===== src/rtl/prog_counter_fetch_if.sv =====
// Control strobes from the decoder/datapath into the PC unit, and the PC,
// stack pointer and sticky stack-error flags it returns.
interface prog_counter_fetch_if #(
    parameter int PC_W  = 10,
    parameter int DEPTH = 8
);
    localparam int SP_W = $clog2(DEPTH) + 1;

    logic            stall;
    logic            jump;
    logic            jump_cond;
    logic            zero;
    logic            call;
    logic            ret;
    logic [PC_W-1:0] target;
    logic [PC_W-1:0] pc;
    logic [SP_W-1:0] sp;
    logic            stack_ovf;
    logic            stack_unf;

    modport master (
        output stall, jump, jump_cond, zero, call, ret, target,
        input  pc, sp, stack_ovf, stack_unf
    );

    modport slave (
        input  stall, jump, jump_cond, zero, call, ret, target,
        output pc, sp, stack_ovf, stack_unf
    );
endinterface


===== src/rtl/prog_counter_fetch.sv =====
// Program counter and next-address selection with a hardware return-address
// stack for call/ret. pc is registered and drives program memory directly.
module prog_counter_fetch #(
    parameter int PC_W  = 10,
    parameter int DEPTH = 8
) (
    input logic                  clk,
    input logic                  reset_n,
    prog_counter_fetch_if.slave  bus
);
    localparam int              ADDR_W  = $clog2(DEPTH);
    localparam int              SP_W    = ADDR_W + 1;
    localparam logic [SP_W-1:0] SP_FULL = SP_W'(DEPTH);

    logic [PC_W-1:0]   pc_q;
    logic [PC_W-1:0]   pc_d;
    logic [PC_W-1:0]   pc_inc;
    logic [SP_W-1:0]   sp_q;
    logic [SP_W-1:0]   sp_d;
    logic              ovf_q;
    logic              ovf_d;
    logic              unf_q;
    logic              unf_d;
    logic              push_en;
    logic [PC_W-1:0]   stack_q [DEPTH];
    logic [ADDR_W-1:0] wr_idx;
    logic [ADDR_W-1:0] rd_idx;
    logic              stack_empty;
    logic              stack_full;
    logic              jump_taken;

    // Wraps modulo 2^PC_W; a call at the last address pushes 0.
    assign pc_inc      = pc_q + PC_W'(1);
    assign wr_idx      = sp_q[ADDR_W-1:0];
    assign rd_idx      = wr_idx - ADDR_W'(1);
    assign stack_empty = (sp_q == '0);
    assign stack_full  = (sp_q == SP_FULL);
    assign jump_taken  = bus.jump & (~bus.jump_cond | bus.zero);

    always_comb begin
        pc_d    = pc_q;
        sp_d    = sp_q;
        ovf_d   = ovf_q;
        unf_d   = unf_q;
        push_en = 1'b0;
        if (!bus.stall) begin
            if (bus.ret) begin
                if (!stack_empty) begin
                    pc_d = stack_q[rd_idx];
                    sp_d = sp_q - SP_W'(1);
                end else begin
                    pc_d  = pc_inc;
                    unf_d = 1'b1;
                end
            end else if (bus.call) begin
                pc_d = bus.target;
                if (!stack_full) begin
                    push_en = 1'b1;
                    sp_d    = sp_q + SP_W'(1);
                end else begin
                    ovf_d = 1'b1;
                end
            end else if (jump_taken) begin
                pc_d = bus.target;
            end else begin
                pc_d = pc_inc;
            end
        end
    end

    always_ff @(posedge clk or negedge reset_n) begin
        if (!reset_n) begin
            pc_q  <= '0;
            sp_q  <= '0;
            ovf_q <= 1'b0;
            unf_q <= 1'b0;
        end else begin
            pc_q  <= pc_d;
            sp_q  <= sp_d;
            ovf_q <= ovf_d;
            unf_q <= unf_d;
        end
    end

    always_ff @(posedge clk or negedge reset_n) begin
        if (!reset_n) begin
            for (int i = 0; i < DEPTH; i++) stack_q[i] <= '0;
        end else if (push_en) begin
            stack_q[wr_idx] <= pc_inc;
        end
    end

    assign bus.pc        = pc_q;
    assign bus.sp        = sp_q;
    assign bus.stack_ovf = ovf_q;
    assign bus.stack_unf = unf_q;
endmodule


===== src/flat_wrapper.sv =====
// flat-port wrapper written by rule: the top's interface ports become plain ports
module prog_counter_fetch_flat 
#(
    parameter int PC_W  = 10,
    parameter int DEPTH = 8
)
  (clk, reset_n, bus_stall, bus_jump, bus_jump_cond, bus_zero, bus_call, bus_ret, bus_target, bus_pc, bus_sp, bus_stack_ovf, bus_stack_unf);
  prog_counter_fetch_if #(.PC_W(PC_W), .DEPTH(DEPTH)) bus_i ();
  input logic clk;
  input logic reset_n;
  input wire logic [$bits(bus_i.stall)-1:0] bus_stall;
  input wire logic [$bits(bus_i.jump)-1:0] bus_jump;
  input wire logic [$bits(bus_i.jump_cond)-1:0] bus_jump_cond;
  input wire logic [$bits(bus_i.zero)-1:0] bus_zero;
  input wire logic [$bits(bus_i.call)-1:0] bus_call;
  input wire logic [$bits(bus_i.ret)-1:0] bus_ret;
  input wire logic [$bits(bus_i.target)-1:0] bus_target;
  output wire logic [$bits(bus_i.pc)-1:0] bus_pc;
  output wire logic [$bits(bus_i.sp)-1:0] bus_sp;
  output wire logic [$bits(bus_i.stack_ovf)-1:0] bus_stack_ovf;
  output wire logic [$bits(bus_i.stack_unf)-1:0] bus_stack_unf;
  assign bus_i.stall = bus_stall;
  assign bus_i.jump = bus_jump;
  assign bus_i.jump_cond = bus_jump_cond;
  assign bus_i.zero = bus_zero;
  assign bus_i.call = bus_call;
  assign bus_i.ret = bus_ret;
  assign bus_i.target = bus_target;
  assign bus_pc = bus_i.pc;
  assign bus_sp = bus_i.sp;
  assign bus_stack_ovf = bus_i.stack_ovf;
  assign bus_stack_unf = bus_i.stack_unf;
  prog_counter_fetch #(.PC_W(PC_W), .DEPTH(DEPTH)) u_core (.clk(clk), .reset_n(reset_n), .bus(bus_i));
endmodule

===== config.mk =====
export PLATFORM = sky130hd
export DESIGN_NAME = prog_counter_fetch_flat
export DESIGN_NICKNAME = d
export VERILOG_FILES = /design/src/rtl/prog_counter_fetch_if.sv /design/src/rtl/prog_counter_fetch.sv /design/src/flat_wrapper.sv
export SDC_FILE = /design/constraint.sdc
export NUM_CORES = 1
export LEC_CHECK = 0
export CAP_MARGIN = 20
export CORE_MARGIN = 2
export CORE_UTILIZATION = 38
export CTS_CLUSTER_DIAMETER = 80
export CTS_CLUSTER_SIZE = 24
export DETAILED_ROUTE_END_ITERATION = 8
export PLACE_DENSITY_LB_ADDON = 0.08
export SLEW_MARGIN = 15
export SYNTH_ARGS = -nofsm -noshare
export SYNTH_HDL_FRONTEND = slang
export SYNTH_SLANG_ARGS = --single-unit
export TNS_END_PERCENT = 1

===== constraint.sdc =====
create_clock -name clk -period 5.36 [get_ports clk]
set_input_delay 0.804 -clock clk [delete_from_list [all_inputs] [get_ports clk]]
set_output_delay 0.804 -clock clk [all_outputs]
set_load 0.01 [all_outputs]

### Word level (Yosys, flattened, before mapping)

Index checks and enable logic that the tools add are counted.

| word-level totals | value |
|---|---|
| word-level logic and storage cells | 53 |
| input bits | 18 |
| output and inout port bits | 16 |
| register bits | 96 |

| operators by class | value |
|---|---|
| magnitude comparators | 3 |
| equality and inequality tests | 3 |
| $add $sub $neg | 4 |
| multiplexer cells | 18 |
| bitwise operators | 7 |
| reductions and logical operators | 6 |

Operator list:

| kind | number |
|---|---|
| $bwmux W80 | 1 |
| $mux W10 | 7 |
| $bmux W10 S3 | 1 |
| $demux W10 S3 | 1 |
| $mux W4 | 4 |
| $add A10 B1 Y10 const B | 1 |
| $ge A4 B4 Y1 const B | 2 |
| $not A3 Y4 | 2 |
| $reduce_and A4 Y1 | 2 |
| $add A4 B1 Y4 const B | 1 |
| $eq A4 B4 Y1 const B | 1 |
| $logic_not A4 Y1 | 1 |
| $lt A4 B1 Y1 const B | 1 |
| $mux W1 | 4 |
| $ne A2 B2 Y1 const B | 2 |
| $sub A4 B1 Y4 const B | 1 |
| $not A1 Y1 | 3 |
| $reduce_and A3 Y1 | 1 |
| $sub A3 B1 Y3 const B | 1 |
| $reduce_bool A2 Y1 | 1 |
| $and A1 B1 Y1 | 1 |
| $logic_and A1 B1 Y1 | 1 |
| $or A1 B1 Y1 | 1 |

### Depth between registers and ports, before layout

| depth | value |
|---|---|
| word-level depth | 7 |
| depth in mapped cells | 9 |
| mapped depth without buffers | 7 |

### Worst setup path before layout

Ideal clock, no wire load.

| timing path | value |
|---|---|
| kind | register -> register |
| start | register u_core.sp_q[0], in the netlist u_core.bus.sp[0] |
| end | register u_core.pc_q[0], in the netlist u_core.bus.pc[0] |
| cell stages (with the launch flop) | 8 |
| clock period less this slack | 2.172 ns |
| setup slack | 3.188 ns |
| data arrival time | 2.025 ns |
| cells stage by stage | dfrtp_1 -> inv_1 -> ha_1 -> buf_2 -> clkbuf_1 -> mux4_2 -> mux2i_1 -> o22ai_1 |

| between the ends | value |
|---|---|
| cells in the longest elaborated chain, start to end | 7 |

RTL lines:

| element | line | RTL |
|---|---|---|
| start: declaration | prog_counter_fetch.sv:18 | `logic [SP_W-1:0] sp_q;` |
| start signal: assignment | prog_counter_fetch.sv:79 | `sp_q <= sp_d;` |
| $sub A3 B1 Y3 | prog_counter_fetch.sv:35 | `assign rd_idx = wr_idx - ADDR_W'(1);` |
| via u_core.rd_idx[0] | prog_counter_fetch.sv:27 | `logic [ADDR_W-1:0] rd_idx;` |
| $not A3 Y4 (not written as such) | prog_counter_fetch.sv:49 | `pc_d = stack_q[rd_idx];` |
| $bmux W10 S3 | prog_counter_fetch.sv:49 |  |
| $mux W10 (not written as such) (2 in series) | prog_counter_fetch.sv:49 |  |
| $mux W10 | prog_counter_fetch.sv:48 | `if (!stack_empty) begin` |
| $mux W10 | prog_counter_fetch.sv:47 | `if (bus.ret) begin` |
| end signal: assignment | prog_counter_fetch.sv:78 | `pc_q <= pc_d;` |
| end: declaration | prog_counter_fetch.sv:15 | `logic [PC_W-1:0] pc_q;` |

The timed path passes the listed nets, and every way through them passes these cells. The select of a mux whose other input is x is not followed.
A chain may end at the register's enable or synchronous reset.

### Final worst setup path

| timing path | value |
|---|---|
| start | input port bus_stall |
| end | register u_core.stack_q[71] (netlist name) |

| between the ends | value |
|---|---|
| cells in the longest elaborated chain, start to end | 1 |

RTL lines:

| element | line | RTL |
|---|---|---|
| start: declaration | flat_wrapper.sv:11 | `input wire logic [$bits(bus_i.stall)-1:0] bus_stall;` |
| $mux W1 | prog_counter_fetch.sv:46 | `if (!bus.stall) begin` |
| end signal: indexed assignment | prog_counter_fetch.sv:89 | `stack_q[wr_idx] <= pc_inc;` |
| end: declaration | prog_counter_fetch.sv:25 | `logic [PC_W-1:0] stack_q [DEPTH];` |

No other way between the ends.

==> summary.txt <==
Placement
  • Port Buffer Count: 33
  • GPL Wtd Cong: 0.799
  • HPWL after DPL: 7470 microns
  • Dpl ws: 1.56 ns
  • Placed instance count: 593

Cells and area
  • Post-layout util: 44.7%
  • Area Growth Syn to Fin: 15.0%
  • Most common cell after layout, fill and taps aside: dfrtp_1
  • Fillers: 1,164
  • Leading cell types in the layout, fill and taps excluded: dfrtp_1, nand2_1, o21ai_0
  • Nets@finish: 480
  • Layout cells sized above 1: 12.3%
  • Antenna Cells: 0
  • Final Non-Filler Cells: 609
  • Sequential cell area: 2400 sq um
  • Multi-input logic area: 2110 sq um

Run
  • Max-cap violations: 0

Timing
  • Setup Skew: 0.00654 ns
  • Transition time at the pin with the least slew margin: 0.895 ns
  • Final min period: 3.43 ns
  • Setup WS post-layout: 1.93 ns
  • Fmax: 0.291 GHz
  • Unrepaired setup endpoints after global routing: no
  • Pins Over Slew Limit: 0
  • Hold Fails Final Rpt: 0
  • Setup Viol. Count Final: 0
  • Worst slew margin: 39.9%
  • Part of the cycle the worst path needs: 64.0%
  • Fin Setup TNS: 0 ns

Worst setup path
  • Worst Reg-to-Reg Cells: 6
  • CP arrival: 3.66 ns
  • Worst R2R Setup Slack: 2.74 ns
  • Worst R2R End: u_core.stack_q[71]$_DFFE_PN0P_
  • RR Startpoint: u_core.bus.sp[1]$_DFFE_PN0P_
  • Worst Setup Start Kind: input pin
  • WP data required: 5.59 ns
  • Worst Setup End Kind: flip-flop
  • Top fanout value on the critical path: 18
  • Worst Setup SP: bus_stall
  • WS Path Type: in -> reg

Global route
  • Vias in the first global route: 3,299
  • Grt ovf: 0
  • First-pass GRT wire length: 18,200 microns
  • Initial antenna violation count: 0
  • Largest net degree at the start of global routing: 68
  • GRT Util Overall: 18.2%

Logic synthesis
  • Yosys reg bits: 96
  • Synth async-reset ratio: 100%
  • Yosys warns: 0
  • Mapped Nets: 457
  • Synth Flop Type: dfrtp_1
  • Syn Std Cell Area: 4670 sq um
  • Syn avg cell area: 10.8 sq um
  • EDFF count, synth: 0
  • Gate Count Post-Synth: 434
  • Yosys cell types: 45
  • Post-synthesis sequential area ratio: 51.4%

Drt
  • WL final: 10,900 microns
  • Vias per cell: 5.35
  • DRT iter0 DRCs: 174
  • Vias post-DR: 3,257
  • Antenna-violating nets left: 0
  • Post-route DRC: 0
  • Drt first pass iters: 7
  • Wirelength per Cell: 18.0 microns

Die
  • Die Ht: 115 microns
  • Initial core utilization: 38.9%
  • Core area: 12,000 sq um
  • Die area: 13,200 sq um
  • Row count: 40
  • DIE WIDTH: 115 microns
  • Io pins: 34

Power
  • PwrDens: 602 nW/um^2
  • VDD IR max: 211 uV
  • Leak: 2.30 nW
  • Final Power: 3.23 mW

Worst hold path
  • Hold path depth: 1
  • Hold crit path type: reg -> reg
  • Hold_sp: u_core.bus.stack_unf$_DFFE_PN0P_
  • Worst hold endpoint: u_core.bus.stack_unf$_DFFE_PN0P_

Clock network
  • CTS resizes: 0
  • Clock-pin slew on the worst setup and hold paths: 0.07 ns
  • CTS Hold Bufs: 0
  • CTS tree: done
  • CTS sink count: 96
  • CTS Buffer Depth: 2
  • CTS H-tree lvls: 3
  • Clk root buf: clkbuf_16
  • CTS Buf Count: 9
  • Clk_lat worst skew: 0.35 ns
  • Post CTS Setup Buffer Count: 0

Status
  • Outcome: complete, no violations
-- per-stage QoR --
stage,hold slack (ns),instance area [sq um]
floorplan,0.445,4670
global placement,0.451,5090
detailed placement,0.451,5090
CTS,0.472,5370
global route,0.496,5370
finish,0.466,5370
-- Yosys cell counts, drive strengths merged, types with 2 or more instances --
cell type,n,share of area [%]
dfrtp,96,51
nand2,67,5.4
o21ai,63,6.7
nor2,33,2.6
a21oi,28,3.0
mux4,20,9.6
buf,14,1.9
mux2i,13,2.8
clkbuf,12,0.96
xnor2,11,2.4
mux2,9,2.2
nand3,8,1.1
inv,6,0.48
o211ai,6,0.96
and3,4,0.54
ha,4,1.1
nor3,4,0.43
o21bai,4,0.64
or3,4,0.54
nand2b,3,0.56
xor2,3,0.72
a21o,2,0.32
and4,2,0.37
nand3b,2,0.32
nor3b,2,0.32
nor4,2,0.27
-- power by group --
group / internal, mW / total (mW) / switching (mW) / leakage, nW
Combinational: 0.655 / 1.34 / 0.687 / 0.925
Clock: 0.340 / 0.622 / 0.281 / 0.135
Sequential: 1.03 / 1.27 / 0.242 / 1.24
-- layer usage --
metal	part of all wire (%)	GRT usage [%]	wire, microns
met1	50	26.7	5520
met2	44	26.6	4770
met3	4.6	4.59	505
met4	1.3	6.02	146
met5	0	0	0
-- how the worst max path moves through the flow --
stage / end / slack [ns] / cells after the start
floorplan: u_core.bus.pc[0]$_DFFE_PN0N_ / 3.19 / 7
global placement: u_core.stack_q[71]$_DFFE_PN0P_ / 1.64 / 5
detailed placement: u_core.stack_q[71]$_DFFE_PN0P_ / 1.56 / 5
CTS: u_core.stack_q[71]$_DFFE_PN0P_ / 1.91 / 5
global route: u_core.stack_q[11]$_DFFE_PN0P_ / 1.70 / 5
finish: u_core.stack_q[71]$_DFFE_PN0P_ / 1.93 / 5
-- logic make-up after synthesis --
group | synth area share [%]
multiplexers | 14.6
flip-flops | 51.4
adder cells (fa/ha/maj) | 1.50
XOR/XNOR | 3.11
AND/OR/NAND/NOR | 13.1
buffers and inverters | 3.37
AO/OA/AOI/OAI | 13.0
-- registers in the layout (all words and copies together), names as in the netlist --
name	cells
u_core.stack_q	80
u_core.bus.pc	10
u_core.bus.sp	4
u_core.bus.stack_ovf	1
u_core.bus.stack_unf	1
-- critical path, stage by stage --
cell and delay [ns]:
clkdlybuf4s50_1 0.70, nor2_1 0.78, and4_1 0.38, and2_1 0.58
mux2_2 0.41
-- area by class of cell --
| type | instances | share of cell area (%) |
|---|---|---|
| clock buffer | 12 | 4.77 |
| clock inverter | 4 | 0.536 |
| inverter | 6 | 0.419 |
| multi-input combinational | 306 | 39.3 |
| sequential | 96 | 44.7 |
| tap | 147 | 3.42 |
| timing repair buffer | 38 | 6.80 |
Power figures use the tool's default switching activity.
